<file path="src/rtl/pipe_mux_pkg.sv">
// pipe_mux_pkg -- shared definitions for the pipelined channel multiplexer.
//   mode_e      : channel selection mode (external select or round-robin)
//   NUM_CH_MIN  : smallest supported channel count
//   NUM_CH_MAX  : largest supported channel count
package pipe_mux_pkg;

  typedef enum logic [0:0] {
    MODE_SEL = 1'b0,
    MODE_RR  = 1'b1
  } mode_e;

  localparam int NUM_CH_MIN = 2;
  localparam int NUM_CH_MAX = 16;

endpackage

</file>
<file path="src/rtl/pipe_mux_rr_arbiter.sv">
// rr_arbiter -- round-robin requester search with a rotating start pointer.
//   clk      : clock, state on rising edge
//   reset_n  : asynchronous active-low reset, clears the pointer to 0
//   req      : per-channel request vector
//   advance  : the caller consumes the current grant this cycle
//   grant    : one-hot grant (first requester at or above the pointer, wrapping)
module rr_arbiter #(
  parameter int NUM_CH = 4
) (
  input  logic              clk,
  input  logic              reset_n,
  input  logic [NUM_CH-1:0] req,
  input  logic              advance,
  output logic [NUM_CH-1:0] grant
);

  localparam int PW = $clog2(NUM_CH);

  logic [PW-1:0] ptr_r;
  logic [PW-1:0] gidx_s;
  logic          found_s;
  logic          hit_s;
  int            idx_s;

  // Search upward from the pointer; the first requester seen wins.
  always_comb begin
    grant   = '0;
    gidx_s  = '0;
    found_s = 1'b0;
    hit_s   = 1'b0;
    idx_s   = 0;
    for (int i = 0; i < NUM_CH; i++) begin
      idx_s        = (int'(ptr_r) + i) % NUM_CH;
      hit_s        = req[idx_s] && !found_s;
      grant[idx_s] = hit_s;
      gidx_s       = hit_s ? idx_s[PW-1:0] : gidx_s;
      found_s      = found_s | hit_s;
    end
  end

  // Pointer moves just past the winner, only when the grant is consumed.
  always_ff @(posedge clk or negedge reset_n) begin
    if (!reset_n) begin
      ptr_r <= '0;
    end else if (advance && found_s) begin
      ptr_r <= (gidx_s == PW'(NUM_CH - 1)) ? '0 : gidx_s + 1'b1;
    end else begin
      ptr_r <= ptr_r;
    end
  end

endmodule

</file>
<file path="src/rtl/pipe_mux.sv">
// pipe_mux -- NUM_CH-to-1 multiplexer with a single registered output stage.
//   clk      : clock, state on rising edge
//   reset_n  : asynchronous active-low reset
//   valid_i  : per-channel input valid
//   data_i   : per-channel input data
//   ready_o  : per-channel accept, one-hot, high only in the grant cycle
//   sel_i    : channel select (MODE_SEL only)
//   valid_o  : output register holds a word
//   data_o   : registered selected data
//   ch_o     : channel that supplied data_o
//   ready_i  : downstream accept
module pipe_mux
  import pipe_mux_pkg::*;
#(
  parameter int    NUM_CH = 4,
  parameter int    WIDTH  = 8,
  parameter mode_e MODE   = MODE_SEL
) (
  input  logic                           clk,
  input  logic                           reset_n,
  input  logic [NUM_CH-1:0]              valid_i,
  input  logic [NUM_CH-1:0][WIDTH-1:0]   data_i,
  output logic [NUM_CH-1:0]              ready_o,
  input  logic [$clog2(NUM_CH)-1:0]      sel_i,
  output logic                           valid_o,
  output logic [WIDTH-1:0]               data_o,
  output logic [$clog2(NUM_CH)-1:0]      ch_o,
  input  logic                           ready_i
);

  localparam int SW = $clog2(NUM_CH);

  logic              ld_s;
  logic [NUM_CH-1:0] cand_s;
  logic [NUM_CH-1:0] grant_s;
  logic [SW-1:0]     gidx_s;
  logic [WIDTH-1:0]  dsel_s;

  // The register can take a new word when empty or being drained.
  assign ld_s    = !valid_o || ready_i;
  assign grant_s = ld_s ? cand_s : '0;
  // Gate with reset so no channel sees an accept while the block is held.
  assign ready_o = grant_s & {NUM_CH{reset_n}};

  if (MODE == MODE_RR) begin : g_rr
    rr_arbiter #(
      .NUM_CH (NUM_CH)
    ) u_rr_arbiter (
      .clk     (clk),
      .reset_n (reset_n),
      .req     (valid_i),
      .advance (ld_s),
      .grant   (cand_s)
    );
  end else begin : g_sel
    // Out-of-range select values match no channel and so grant nothing.
    always_comb begin
      cand_s = '0;
      for (int i = 0; i < NUM_CH; i++) begin
        cand_s[i] = valid_i[i] && (sel_i == SW'(i));
      end
    end
  end

  // One-hot grant to channel index and AND-OR data mux.
  always_comb begin
    gidx_s = '0;
    dsel_s = '0;
    for (int i = 0; i < NUM_CH; i++) begin
      gidx_s = gidx_s | (SW'(i) & {SW{grant_s[i]}});
      dsel_s = dsel_s | (data_i[i] & {WIDTH{grant_s[i]}});
    end
  end

  // Output stage: load on grant, empty on an idle load, hold otherwise.
  always_ff @(posedge clk or negedge reset_n) begin
    if (!reset_n) begin
      valid_o <= 1'b0;
      data_o  <= '0;
      ch_o    <= '0;
    end else if (ld_s) begin
      if (|grant_s) begin
        valid_o <= 1'b1;
        data_o  <= dsel_s;
        ch_o    <= gidx_s;
      end else begin
        valid_o <= 1'b0;
      end
    end else begin
      valid_o <= valid_o;
    end
  end

endmodule
</file>
<file path="config.mk">
export PLATFORM = sky130hd
export DESIGN_NAME = pipe_mux
export DESIGN_NICKNAME = d
export VERILOG_FILES = /design/src/rtl/pipe_mux_pkg.sv /design/src/rtl/pipe_mux_rr_arbiter.sv /design/src/rtl/pipe_mux.sv
export SDC_FILE = /design/constraint.sdc
export NUM_CORES = 1
export LEC_CHECK = 0
export CAP_MARGIN = 0
export CORE_MARGIN = 5
export CORE_UTILIZATION = 30
export CTS_BUF_LIST = sky130_fd_sc_hd__clkbuf_16
export CTS_CLUSTER_DIAMETER = 200
export CTS_CLUSTER_SIZE = 16
export DETAILED_ROUTE_END_ITERATION = 8
export GPL_TIMING_DRIVEN = 0
export PLACE_DENSITY_LB_ADDON = 0.08
export SYNTH_ARGS = -nofsm -noshare
export SYNTH_HDL_FRONTEND = slang
export SYNTH_SLANG_ARGS = --single-unit
</file>
<file path="constraint.sdc">
create_clock -name clk -period 1.51 [get_ports clk]
set_clock_uncertainty 0.05 [all_clocks]
set_input_delay 0.302 -clock clk [delete_from_list [all_inputs] [get_ports clk]]
set_output_delay 0.302 -clock clk [all_outputs]
set_load 0.05 [all_outputs]
</file>
==> summary.txt <==
Run status
  • Status: finished, violations left
  • Violated checks: setup timing

Logic synthesis
  • Number of enable flip-flop cells after synthesis: 0
  • Synth area leader: dfrtp_1
  • Synth Flop Type: dfrtp_1
  • Mapped Avg Cell Area: 9.93 um2
  • Yosys cell types: 30
  • Top cells by area, synth: dfrtp_1 (36%), a221oi_1 (8.1%), a22oi_1 (7.0%)
  • Synth Area in XOR/XNOR: 0%
  • Syn Std Cell Area: 754 um2
  • Synth Instances: 76
  • Adder-cell area share of the yosys netlist: 0%
  • YS warnings: 0
  • Register area share after synthesis: approximately 36%
  • Post-synthesis compound-gate area fraction: 35.2%
  • Top cell type's share of synthesized area: 36.5%
  • Largest family of logic cells by synthesized area: compound AO/OA/AOI/OAI gates
  • Synth async-reset ratio: 100%
  • Net Count, Synth: 117
  • Mux share of post-synthesis cell area: between 1 and 1.5%
  • Seq cells post-synth: 11
  • Synth Area in Simple Gates: between 10% and 20%

Clock tree
  • Worst-Skew Late Latency: between 0.2 and 0.25 ns
  • CTS tree: done
  • Clk slew on worst S/H paths: 0.04 ns
  • CTS buffer count: 3
  • Hold-fix buffers, CTS: 0
  • CTS H-tree depth: 1
  • CTS Root Cell: clkbuf_16
  • Clk buf depth: 2
  • CTS sink cnt: 11

Finish
  • Antenna cells: 0
  • Storage cell area: 277 um2
  • Area taken by multi-input logic gates: just over 500 um2
  • Layout cell share with drive strength beyond 1: 35.7%
  • Area Overhead vs Synth: 113%
  • Final #Nets: 185
  • Final Cell Area: between 1500 and 2000 um2
  • Fill cell count: around 230

Place
  • Post-DP HPWL: approximately 2.1 mm
  • Pre-CTS setup slack: -1.17 ns
  • Final estimated routing congestion in global placement: 0.694
  • DP Area: 1360 um2
  • Port bufs: 55

STA
  • Fin Hold WS: 0.00983 ns
  • Slew Viols, Final: 0
  • Endpoints failing setup: 4
  • Period utilization: 114%
  • Hold Vio Cnt, Final: 0
  • Transition time of the tightest slew-check pin: 0.491 ns
  • Tmin final: 1.71 ns
  • RSZ-0062 raised after global routing: true
  • Post-route setup slack: -0.205 ns
  • Setup tns final: -0.611 ns
  • Relative slew slack: 67.4%
  • FMAX: 583 MHz

GRT
  • Vias in the first global route: ~1,000
  • Largest net degree at the start of global routing: 16
  • Grt total ovfl: 0
  • Total global-route track usage: 16.6%
  • Initial antenna violation count: 0
  • First-pass GRT wire length: 4.46 mm

Routing
  • Uppermost layer routed: met4
  • Detail Route Antenna Nets: 0
  • DR WL/cell: 15.7 um
  • Detailed Routing Iterations Pass 1: 4
  • Drt drc: 0
  • Wl on met1: 960 um
  • Met3 WL: 181 um
  • DR WL met2: about 1.5 mm
  • DR vias: 906
  • WL final: between 2 and 3 mm
  • Initial DRC count: 26
  • Vias per std cell: about 5.2

Die
  • Initial Util: a little under a third
  • Row count: 18
  • DIE AREA: 3620 um2
  • Top-level port count: 56
  • Core area: 2430 um2
  • Die H: 60.2 um
  • Die Wd: roughly 60 um

Critical path
  • Crit path to: ready_o[0]
  • CP Capture Type: output pin
  • CP max-delay cell: dfrtp_2
  • FF-to-FF path depth: 6
  • Crit-path max cell delay: 0.39 ns
  • Crit Path Category: flip-flop to output pin
  • Worst setup startpoint: valid_o
  • Worst reg2reg setup slack: 0.02 ns
  • RR Endpoint: data_o[1]
  • CP Launch Type: flip-flop
  • Worst EP arrival: 1.36 ns
  • CP max FO: 3
  • CP Cell Sequence: and2b_2 -> nor2_2 -> and4b_4 -> buf_8
  • Critical Path RT: 1.16 ns
  • Worst R2R Start: valid_o

Power
  • Worst vdd ir: 1.19 mV
  • Static Leak: around 0.71 nW
  • PD cells: roughly 960 nW/um2

Min path
  • Hold Path Class: input pin to asynchronous set/reset pin

Run
  • Max cap viols: 0
-- stage by stage --
stage	power [mW]	std cells	util, %
after floorplan	0.784	76	-
after global placement	1.06	161	55.8
after detailed placement	1.07	161	55.8
after CTS	1.54	173	63.6
after global routing	1.63	173	66.2
final	1.55	173	66.2
-- worst max-delay path: cells and delay by family (launching register included) --
family | cells | cell delay [ns]
and+or+nand+nor | 3 | 0.58
DFF | 1 | 0.39
buffers and inverters | 1 | 0.14
-- per-layer routing --
metal / track usage (%) / vias up
met2: 31.0 / 34
li1: - / 435
met4: 3.80 / 0
met3: 5.40 / 6
met1: 17.9 / 431
met5: 0 / -
-- flip-flops by register name, indices dropped and copies added (netlist names) --
signal,flops
data_o,8
valid_o,1
ch_o,2
-- repair_timing --
action	CTS	global route
gates cloned	1	0
resized for setup	72	12
endpoints found under the setup margin	26	15
setup buffers	7	1
pin swaps	6	2
-- report_power, final --
part	internal (mW)	switching, mW	leakage [nW]
registers	0.358	0.0329	0.127
clock network	0.347	0.121	0.0423
logic	0.300	0.395	0.545
-- layout by cell type, fill, tap and decap left out, types with 2 or more instances in the layout --
cell,count
clkdlybuf4s50_1,32
dlygate4sd2_1,13
dfrtp_1,10
buf_4,9
a22oi_1,7
a21oi_1,6
buf_6,5
buf_8,5
a221oi_2,5
a22o_1,5
and2_4,4
clkbuf_16,3
clkdlybuf4s15_2,3
clkdlybuf4s15_1,3
and4_4,2
nand2_1,2
inv_1,2
a211o_1,2
a21oi_2,2
a22o_2,2
-- area by class of cell --
| type | instances | share of cell area (%) |
|---|---|---|
| clock buffer | 3 | 4.66 |
| buffer | 7 | 4.20 |
| clock inverter | 1 | 0.233 |
| sequential | 11 | 17.2 |
| multi-input combinational | 56 | 31.9 |
| tap | 30 | 2.33 |
| timing repair buffer | 64 | 39.3 |
| inverter | 1 | 0.233 |
-- Yosys cell counts (2+ instances only) --
cell and instances:
a211o_1 2, a21oi_1 8, a221oi_1 7, a22o_1 5
a22o_2 2, a22oi_1 7, and2_1 4, buf_2 3
buf_6 3, clkbuf_1 2, dfrtp_1 11, nand2_1 2
nor2b_1 3
-- worst min-delay path by stage --
stage | from | to | slack [ns] | depth (start not counted)
floorplan | reset_n | ch_o[0] | -0.04 | 0
global placement | ch_o[1] | ch_o[1] | 0.41 | 1
detailed placement | ch_o[1] | ch_o[1] | 0.42 | 1
CTS | reset_n | data_o[1] | 0.02 | 1
global route | reset_n | data_o[6] | 0.04 | 1
finish | reset_n | data_o[1] | 0.01 | 1
-- cell families after synthesis --
| kind of cell | after synthesis |
|---|---|
| buf+inv | 9 |
| simple gates | 20 |
| flops | 11 |
| mux | 1 |
| compound gates | 35 |
Note: power is estimated with default switching activity, not from simulation.
